--- config.mk ---
export PLATFORM = sky130hd
export DESIGN_NAME = noise_gate
export DESIGN_NICKNAME = d
export VERILOG_FILES = /design/src/rtl/noise_gate.sv
export SDC_FILE = /design/constraint.sdc
export NUM_CORES = 1
export LEC_CHECK = 0
export ABC_AREA = 0
export BUFFER_PORTS_ARGS = -buffer_cell sky130_fd_sc_hd__buf_2
export CORE_ASPECT_RATIO = 1.4
export CORE_MARGIN = 2
export CORE_UTILIZATION = 40
export DETAILED_ROUTE_END_ITERATION = 7
export GPL_TIMING_DRIVEN = 0
export SLEW_MARGIN = 5
export SYNTH_ARGS = -nofsm -noshare
export SYNTH_HDL_FRONTEND = slang
export SYNTH_SLANG_ARGS = --single-unit
--- constraint.sdc ---
create_clock -name clk -period 8 [get_ports clk]
set_input_delay 0 -clock clk [delete_from_list [all_inputs] [get_ports clk]]
set_output_delay 0 -clock clk [all_outputs]
set_load 0.005 [all_outputs]
--- src/rtl/noise_gate.sv ---
// Sample-rate noise gate: magnitude vs. threshold drives an attack/hold/release
// gain envelope, and the envelope scales each sample before the overdrive stage.
module noise_gate #(
    parameter int fxp_size     = 16,
    parameter int gain_bits    = 8,
    parameter int attack_step  = 32,
    parameter int release_step = 4,
    parameter int hold_w       = 16
) (
    input  logic                       clk,
    input  logic                       rst,
    input  logic                       i_valid,
    input  logic signed [fxp_size-1:0] i_sample,
    input  logic        [fxp_size-1:0] i_threshold,
    input  logic        [hold_w-1:0]   i_hold,
    output logic                       o_valid,
    output logic signed [fxp_size-1:0] o_sample,
    output logic                       o_open
);

    // Gain register holds 0..unity inclusive, so it needs one bit above the fraction.
    localparam int GW = gain_bits + 1;
    // Product width with headroom for the zero-extended gain operand.
    localparam int PW = fxp_size + gain_bits + 2;

    localparam logic [GW-1:0] UNITY       = GW'(1) << gain_bits;
    localparam logic [GW:0]   ATTACK_INC  = (GW + 1)'(attack_step);
    localparam logic [GW-1:0] RELEASE_DEC = GW'(release_step);

    typedef enum logic [2:0] {
        S_CLOSED,
        S_ATTACK,
        S_OPEN,
        S_HOLD,
        S_RELEASE
    } state_t;

    state_t             state;
    state_t             state_next;
    logic [GW-1:0]      g;
    logic [GW-1:0]      g_next;
    logic [hold_w-1:0]  cnt;
    logic [hold_w-1:0]  cnt_next;

    logic [fxp_size-1:0] mag;
    logic                above;
    logic [GW:0]         g_sum;
    logic [GW-1:0]       g_up;
    logic [GW-1:0]       g_dn;
    logic signed [PW-1:0] prod;

    // Absolute value of the sample; the most negative code saturates to the most positive.
    always_comb begin
        if (i_sample == {1'b1, {(fxp_size-1){1'b0}}}) begin
            mag = {1'b0, {(fxp_size-1){1'b1}}};
        end else if (i_sample[fxp_size-1]) begin
            mag = -i_sample;
        end else begin
            mag = i_sample;
        end
    end

    assign above = (mag >= i_threshold);

    // Saturating envelope steps: attack clamps at unity, release clamps at zero.
    assign g_sum = {1'b0, g} + ATTACK_INC;
    assign g_up  = (g_sum >= {1'b0, UNITY}) ? UNITY : g_sum[GW-1:0];
    assign g_dn  = (g <= RELEASE_DEC) ? '0 : (g - RELEASE_DEC);

    // Scale by the gain in effect before this sample's envelope update.
    assign prod = PW'(i_sample) * $signed(PW'({1'b0, g}));

    // Envelope state machine: next state, gain and hold count for the current sample.
    always_comb begin
        state_next = state;
        g_next     = g;
        cnt_next   = cnt;
        case (state)
            S_CLOSED: begin
                if (above) begin
                    state_next = S_ATTACK;
                    g_next     = g_up;
                end else begin
                    g_next = '0;
                end
            end
            S_ATTACK: begin
                g_next = g_up;
                if (g_up == UNITY) begin
                    state_next = S_OPEN;
                end
            end
            S_OPEN: begin
                g_next = UNITY;
                if (!above) begin
                    state_next = S_HOLD;
                    cnt_next   = i_hold;
                end
            end
            S_HOLD: begin
                if (above) begin
                    state_next = S_OPEN;
                end else if (cnt == '0) begin
                    state_next = S_RELEASE;
                end else begin
                    cnt_next = cnt - hold_w'(1);
                end
            end
            S_RELEASE: begin
                if (above) begin
                    state_next = S_ATTACK;
                    g_next     = g_up;
                end else begin
                    g_next = g_dn;
                    if (g_dn == '0) begin
                        state_next = S_CLOSED;
                    end
                end
            end
            default: begin
                state_next = S_CLOSED;
                g_next     = '0;
                cnt_next   = '0;
            end
        endcase
    end

    // State, envelope and output registers advance together, only on valid samples.
    always_ff @(posedge clk or posedge rst) begin
        if (rst) begin
            state    <= S_CLOSED;
            g        <= '0;
            cnt      <= '0;
            o_valid  <= 1'b0;
            o_sample <= '0;
            o_open   <= 1'b0;
        end else begin
            o_valid <= i_valid;
            if (i_valid) begin
                state    <= state_next;
                g        <= g_next;
                cnt      <= cnt_next;
                o_sample <= fxp_size'(prod >>> gain_bits);
                o_open   <= (state_next == S_OPEN) || (state_next == S_HOLD);
            end
        end
    end

endmodule

# ---- Word-level counts from Yosys, hierarchy flattened
# Cells that the tools add are included.
dict set report word_totals {
  reg_bits 46
  input_bits 51
  out_inout_bits 18
  wordCells 53
}
dict set report op_classes {
  addsub 4
  multipliers 1
  n_lt_le_gt_ge 3
  eq_ne 11
  mux 19
  bitwise_logic 2
  reduce_logical 7
}
# op n
set op_table {}
lappend op_table {{2-to-1 mux 16 bit} 5}
lappend op_table {{case mux 16 bit (3 select lines)} 1}
lappend op_table {{case mux 9 bit (5 select lines)} 1}
lappend op_table {{2-to-1 mux 9 bit} 4}
lappend op_table {{multiplier 16 x 10 -> 24 bit} 1}
lappend op_table {{2-to-1 mux 3 bit} 7}
lappend op_table {{== test 16 bit, second input constant} 1}
lappend op_table {{>= comparator 16 bit} 1}
lappend op_table {{logical NOT 16 bit} 1}
lappend op_table {{negation 16 bit} 1}
lappend op_table {{subtractor 16 x 1 -> 16 bit, second input constant} 1}
lappend op_table {{case mux 3 bit (5 select lines)} 1}
lappend op_table {{== test 3 x 2 -> 1 bit, second input constant} 4}
lappend op_table {{adder 9 x 6 -> 10 bit, second input constant} 1}
lappend op_table {{>= comparator 10 x 9 -> 1 bit, second input constant} 1}
lappend op_table {{== test 9 bit, second input constant} 1}
lappend op_table {{less-or-equal comparator 9 x 3 -> 1 bit, second input constant} 1}
lappend op_table {{logical NOT 9 bit} 1}
lappend op_table {{subtractor 9 x 3 -> 9 bit, second input constant} 1}
lappend op_table {{!= test 2 bit, second input constant} 3}
lappend op_table {{AND reduction 5 bit} 1}
lappend op_table {{== test 3 x 1 -> 1 bit, second input constant} 1}
lappend op_table {{== test 3 bit, second input constant} 1}
lappend op_table {{logical NOT 3 bit} 1}
lappend op_table {{other kinds (4)} 5}

# ---- Depth between registers and ports, before layout
# Gate-level depths: netlist of run 1.
dict set report depth {
  ltp_word 8
  depth_mapped 21
  mapped_depth_nobuf 19
}

# ---- Least setup slack after synthesis of run 1
# No wires, ideal clock.
dict set report synth_timing {
  path_type {reg2reg}
  from {register g[2]}
  to {register o_sample[14]}
  setup_time_ns 0.136
  arrival_ns 5.471
  required_ns 7.864
  path_slack_ns 2.393
  path_stages_with_launch 21
  n_path_buf 2
  synth_period_minus_slack_ns 5.607
  cell_sequence {dfrtp_1 > clkbuf_1 > buf_1 > nand2_1 > fa_1 > inv_1 > fa_1 > inv_1 > fa_1 > inv_1 > fa_1 > inv_1 > fa_1 > inv_1 > ha_1 > a2111o_1 > o22ai_1 > o211ai_1 > o31ai_1 > xor2_1 > a21oi_1}
}
dict set report synth_via {
  elab_chain_len 1
}
# element line_no
set synth_rtl {}
lappend synth_rtl {{start: declaration} 40} ;# logic [GW-1:0] g;
lappend synth_rtl {{start signal: assignment} 141} ;# g <= g_next;
lappend synth_rtl {{multiplier 16 x 10 -> 24 bit} 71} ;# assign prod = PW'(i_sample) * $signed(PW'({1'b0, g}));
lappend synth_rtl {{end signal: assignment} 143} ;# o_sample <= fxp_size'(prod >>> gain_bits);
lappend synth_rtl {{end: declaration} 17} ;# output logic signed [fxp_size-1:0] o_sample,
# Every way passes these cells.
# A chain may end at the register's enable or synchronous reset.

# ---- Worst setup path in the final report of run 1
dict set report layout_timing {
  from {register g[2]}
  to {register o_sample[15]}
}
# The elaborated chain is that of the path after synthesis.

==> results.json, run 1 <==
{
  "status": "complete, no violations",
  "grt-ovfl-total": 0,
  "grtUsageTotal_pct": 20.2,
  "hold_viol": 0,
  "setup_viol": 0,
  "maxCapViolations": 0,
  "max_freq_mhz": 141,
  "crit_arrival_ns": 7.32,
  "dr.pass1.iters": 4,
  "synth_nets": 1182,
  "worstHoldStart": "i_hold[3]",
  "irDropWorstVdd_uv": 152,
  "ys_warn_count": 0,
  "drv_slew": 0,
  "drive_gt1_share_pct": 9.60,
  "mostFrequentLayoutCells": "inv_1, fa_1, nand2_1",
  "cts_buffers": 5,
  "htreeDepth": 2,
  "whs_path_depth": 3,
  "ys.flop_type": "dfrtp_1",
  "period_share_pct": 88.9,
  "clk_pin_slew_ns": 0.07,
  "synth-edff-count": 0,
  "setup_ws_ns": 0.886,
  "grt_max_degree": 39,
  "synthAdderAreaFrac_pct": 39.0,
  "timing.setup.tns_ns": 0,
  "postCtsSetupBuffers": 0,
  "synth_cell_types": 64,
  "slew-limit-headroom_pct": 43.5,
  "r2r-end": "o_sample[15]",
  "portBuffers": 67,
  "layout.nets": 1267,
  "synth-simple-area-share_pct": 17.6,
  "wl_per_cell_um": 16.0,
  "p_per_area_nw_per_um2": 222,
  "synth_mux_area_share_pct": 2.27,
  "clock_sinks": 46,
  "async_reset_ff_share_pct": 100,
  "period_needed_ns": 7.11,
  "cp-end-kind": "flop",
  "tightest_slew_ns": 0.841,
  "pre_cts_slack_ns": 0.855,
  "hold_ws_ns": 0.0120,
  "reg2reg_slack_ns": 0.89,
  "grt_pass1_wl_um": 35500,
  "grt_pass1_vias": 7081,
  "io_pins": 69,
  "p_leak_uw": 0.00470,
  "vias": 6678,
  "antenna-diode-count": 0,
  "reg2reg_depth": 19,
  "syn-cell-area_um2": 8160,
  "crit_type": "reg -> reg",
  "die_y_um": 173,
  "hpwl_um": 16800,
  "drt_iter0_markers": 259,
  "cp_max_fo": 10,
  "via_per_inst": 5.20,
  "hold_path.class": "in -> reg",
  "drt_wl_total_um": 20500,
  "antenna_found_initial": 0,
  "ys_seq_area_share_pct": 14.1,
  "synth_xor_area_share_pct": 4.19,
  "chipWidth_um": 125,
  "avgSynthCellArea_um2": 8.63,
  "initial_utilization_pct": 40.9,
  "num_rows": 61,
  "clock_skew_ns": 0.0109,
  "dieArea_um2": 21600,
  "synth-seq-cells": 46,
  "r2r-start": "g[2]",
  "root_buffer": "clkbuf_16",
  "synth-compound-area-share_pct": 12.6,
  "clockBufferDepth": 2,
  "netlist_instances": 945,
  "gp_congestion": 0.849,
  "detail-route-antenna-nets": 0,
  "synth_top_family_by_area": "adder cells",
  "critPathLaunchType": "flop",
  "rsz0062_at_grt": "no",
  "cp.required_ns": 8.21,
  "coreArea_um2": 19900,
  "tritoncts": "yes",
  "drc": 0,
  "ctsResizeCount": 0,
  "insertion_delay_ns": 0.30,
  "syn_to_final_growth_pct": 11.6,
  "holdPathEnd": "cnt[3]",
  "final_common_cell": "inv_1"
}
## metrics by stage
stage,power (uW),util (%),area (um^2),instances
after global placement,1770,44.2,8810,1264
after CTS,2050,45.7,9100,1283
after global routing,2270,45.7,9100,1283
after detailed placement,1770,44.3,8830,1265
final,2020,45.7,9100,1283
after floorplan,1410,-,8160,945
## Yosys cell counts (5+ instances only)
cell type	n	area share (%)
a21o_1	11	1.0
nand3_1	15	0.92
nand4_1	5	0.38
a22oi_1	7	0.64
inv_1	174	8.0
a21oi_1	32	2.0
o221ai_1	12	1.3
or3_1	5	0.38
and2_1	73	5.6
nor3_1	17	1.0
o31ai_1	7	0.64
a32oi_1	6	0.64
xnor2_1	20	2.1
nand2b_1	8	0.61
ha_1	72	11
fa_1	114	28
o21ai_0	28	1.7
nor2_1	28	1.3
mux2_2	12	1.7
mux2i_1	5	0.61
o211ai_1	6	0.55
nor2b_1	9	0.69
xor2_1	19	2.0
nand2_1	109	5.0
dfrtp_1	46	14
clkbuf_1	44	2.0
## sequential cells by signal, summed over array words and instances (netlist names)
name and flops:
g 9, state 3, o_sample 16, o_open 1, o_valid 1, cnt 16
## worst max-delay path by stage
stage,to,start,cells past startpoint,slack (ns)
floorplan,o_sample[14],g[2],20,2.39
CTS,o_sample[14],g[2],19,0.80
finish,o_sample[15],g[2],19,0.89
global placement,o_sample[14],g[2],19,0.90
detailed placement,o_sample[14],g[2],19,0.85
global route,o_sample[15],g[2],20,0.56
## area by class of cell
cell class	instances	area, um^2
clock buffers	5	125
clock inverters	3	48.8
fillers	2008	10800
inverters	174	653
multi-input cells	678	6170
flip-flops and latches	46	1150
well taps	252	315
repair buffers	78	455
plain buffers	47	178
## routing by layer
layer | global-route usage [%] | wire length [um]
met1 | 25.9 | 8670
met2 | 35.9 | 10700
met3 | 1.61 | 685
met4 | 6.65 | 486
met5 | 0 | 0
## power by group
part / switching [uW] / leakage (uW) / internal, uW
clock: 101 / 0.0000819 / 150
sequential: 74.6 / 0.000559 / 326
combinational: 782 / 0.00405 / 585
## cell families (layout without fill, tap and decap cells)
logic type,Yosys count,count (layout)
mux,17,17
compound gates,149,149
fa+ha+maj,186,186
flops,46,46
xor+xnor,39,39
simple gates,287,287
buf+inv,221,307
## critical path, cell delays in order, from the launching register on
cell and delay, ns:
dfrtp_1 0.38, clkbuf_1 0.48, buf_1 0.60, nand2_1 0.17
fa_1 0.53, inv_1 0.05, fa_1 0.50, inv_1 0.06
fa_1 0.52, fa_1 0.41, fa_1 0.55, inv_1 0.05
ha_1 0.33, a21o_1 0.19, a2111o_1 0.33, o22ai_1 0.65
o211ai_1 0.31, o31ai_1 0.56, nand4b_1 0.18, o211ai_1 0.15
## repair_timing
action / CTS / global route
hold buffers: 10 / 0
setup endpoints to repair: 0 / 0
endpoints found under the hold margin: 55 / 0
Note: power is estimated with default switching activity, not from simulation.
==> run 2, diff against run 1 <==
- ABC_AREA: 0 -> 1
==> run 2 against run 1 <==
  * Sequential share of layout area is 1.2 points lower
  * Via count rose by 24%
  * Setup slack improved by 0.68 ns
  * Register-to-register slack improved by 0.68 ns
  * Combinational power is 5% higher
  * Critical path depth is 3 higher
  * Hold slack better by 0.016 ns
  * Critical path type unchanged
==> results.json, run 2 <==
{
  "clockBufferDepth": 2,
  "grt_pass1_vias": 8621,
  "swShare_pct": 52.7,
  "rsz0062_at_grt": "no",
  "drt_iter0_markers": 394,
  "power.internal_uw": 968,
  "tritoncts": "yes",
  "ys.flop_type": "dfrtp_1",
  "reg.largest.list": "cnt x16, o_sample x16, g x9",
  "layout.nets": 1654,
  "drt_wl_total_um": 24100,
  "dr.pass1.iters": 5,
  "irDropWorstVdd_uv": 154,
  "postCtsSetupBuffers": 0,
  "vias": 8292,
  "ctsResizeCount": 0,
  "crit_arrival_ns": 6.61,
  "drive_gt1_share_pct": 8.46,
  "slew-limit-headroom_pct": 47.8,
  "setup_ws_ns": 1.57,
  "syn_to_final_growth_pct": 10.0,
  "cp.required_ns": 8.18,
  "synth_nets": 1576,
  "io_pins": 69,
  "comb_power_share_pct": 70.2,
  "hpwl_um": 19800,
  "path_common_cell": "inv_1",
  "clock_skew_ns": 0.0161,
  "initial_utilization_pct": 40.7,
  "grt_max_degree": 31,
  "wl_met3_um": 945,
  "critPathLaunchType": "flop",
  "cp_max_fo": 10,
  "wirelength_met1_um": 10500,
  "wl_per_cell_um": 14.0,
  "ys_warn_count": 0,
  "hold_path.class": "in -> reg",
  "period_share_pct": 80.4,
  "crit_path_cell_trace": "buf_1, buf_1, nand2_1, inv_1, fa_1, fa_1, inv_1, fa_1, inv_1, fa_1, inv_1, fa_1, inv_1, ha_1, inv_1, nor3_1, nor3b_1, o21ai_0, nand3_1, nand2_1, nand3_1, nand2_1",
  "clk_pin_slew_ns": 0.08,
  "grtUsageTotal_pct": 21.2,
  "period_needed_ns": 6.43,
  "p_switching_uw": 1080,
  "num_rows": 65,
  "synth-seq-cells": 46,
  "synth_cell_types": 45,
  "hold_buffers": 6,
  "root_buffer": "clkbuf_16",
  "clock_sinks": 46,
  "dieArea_um2": 24200,
  "gp_congestion": 0.887,
  "synth-edff-count": 0,
  "detail-route-antenna-nets": 0,
  "yosysTopAreaCell": "fa_1",
  "mostFrequentLayoutCells": "nand2_1, inv_1, fa_1",
  "yosys.area.top_type_share_pct": 24.9,
  "insertion_delay_ns": 0.30,
  "max_freq_mhz": 155,
  "chipWidth_um": 132,
  "pwr-share-seq_pct": 19.3,
  "crit_buf_inv": 8,
  "die_y_um": 183,
  "synth_commonest_cells": "nand2_1, inv_1, fa_1",
  "htreeDepth": 2,
  "cp_slowest_cell": "buf_1",
  "p_leak_uw": 0.00607,
  "hold_viol": 0,
  "antenna_found_initial": 0,
  "syn-cell-area_um2": 9180,
  "drc": 0,
  "async_reset_ff_share_pct": 100,
  "p_per_area_nw_per_um2": 203,
  "p_clk_share_pct": 10.5,
  "grt-ovfl-total": 0,
  "cts_buffers": 5,
  "synth_area_leaders": "fa_1, nand2_1, inv_1",
  "cp-end-kind": "flop",
  "via_per_inst": 4.82,
  "portBuffers": 64,
  "avgSynthCellArea_um2": 6.85,
  "setup_viol": 0,
  "worst_path_dominant_cell_family": "adder cells",
  "ys_seq_area_share_pct": 12.5,
  "crit_type": "reg -> reg",
  "yosysMostFrequentCell": "nand2_1",
  "num-fill-cells": 2368,
  "antenna-diode-count": 0,
  "coreArea_um2": 22500,
  "routed.top_layer": "met4",
  "netlist_instances": 1339,
  "route.met2.wl_um": 12100,
  "pre_cts_slack_ns": 1.66,
  "timing.setup.tns_ns": 0,
  "grt_pass1_wl_um": 41800,
  "tightest_slew_ns": 0.778,
  "final_common_cell": "nand2_1",
  "maxCapViolations": 0,
  "status": "complete, no violations",
  "drv_slew": 0,
  "critPathMaxStageDelay_ns": 0.61
}
-- run 2: cell types whose count changed after synthesis, sizes merged, moves of 24 or more --
cell,change
and2,-73
nand3,+46
nor2,+71
nand2,+269
inv,+151
clkbuf,-24
buf,+26
-- run 2: worst paths after layout --
path                                endpoint         start  slack (ns)  cells past startpoint
worst min-delay path                  cnt[9]     i_hold[9]        0.03                      3
worst max-delay path            o_sample[14]          g[4]        1.57                     22
max in group asynchronous        o_sample[0]           rst        7.25                      4
min in group asynchronous             cnt[5]           rst        0.23                      3
worst min register to register  o_sample[10]  o_sample[10]        0.48                      2
worst max register to register  o_sample[14]          g[4]        1.57                     22
-- run 2: cells by family after synthesis --
group | count (synthesis) | share of synthesized area [%]
simple gates | 583 | 26.4
buf+inv | 377 | 16.2
fa+ha+maj | 186 | 34.7
compound gates | 128 | 8.36
flops | 46 | 12.5
xor+xnor | 19 | 1.81
-- run 2: stage by stage --
| stage | instances | hold WS (ns) | total power [uW] | cell area [um^2] | utilization (%) |
|---|---|---|---|---|---|
| 3_3_place_gp | 1704 | 0.126 | 1810 | 9870 | 43.8 |
| 3_5_place_dp | 1705 | 0.0210 | 1820 | 9890 | 43.9 |
| 5_1_grt | 1719 | 0.0510 | 2300 | 10100 | 44.8 |
| 2_1_floorplan | 1339 | 0.0314 | 1420 | 9180 | - |
| 4_1_cts | 1719 | 0.0268 | 2070 | 10100 | 44.8 |
| 6_report | 1719 | 0.0280 | 2050 | 10100 | 44.8 |
-- run 2: layout make-up --
cell class | count | area, um^2 | share of cell area [%]
sequential | 46 | 1150 | 11.4
buffer | 49 | 258 | 2.55
clock buffer | 6 | 129 | 1.28
clock inverter | 2 | 13.8 | 0.136
timing repair buffer | 71 | 400 | 3.97
inverter | 328 | 1230 | 12.2
multi-input combinational | 916 | 6540 | 64.7
tap | 301 | 377 | 3.73
-- run 2: per-layer routing --
layer  GRT usage [%]  vias to the layer above
li1                -                     4162
met2            39.3                      190
met5               0                        -
met4            5.48                        0
met3            1.58                       25
met1            26.6                     3915
-- run 2: worst register-to-register path: cells and delay by family (launching register included) --
family                     cells  cell delay [ns]
and+or+nand+nor                7             1.04
buffers and inverters          8             1.67
DFF                            1             0.40
adders and majority gates      6             3.00
AOI/OAI and AO/OA              1             0.19
-- run 2: power by group through the flow --
stage / Clock [uW] / Sequential, uW / Combinational [uW]
after detailed placement: 0 / 399 / 1420
after CTS: 222 / 397 / 1450
final: 215 / 396 / 1440
after floorplan: 0 / 388 / 1030
after global routing: 228 / 411 / 1660
after global placement: 0 / 398 / 1410
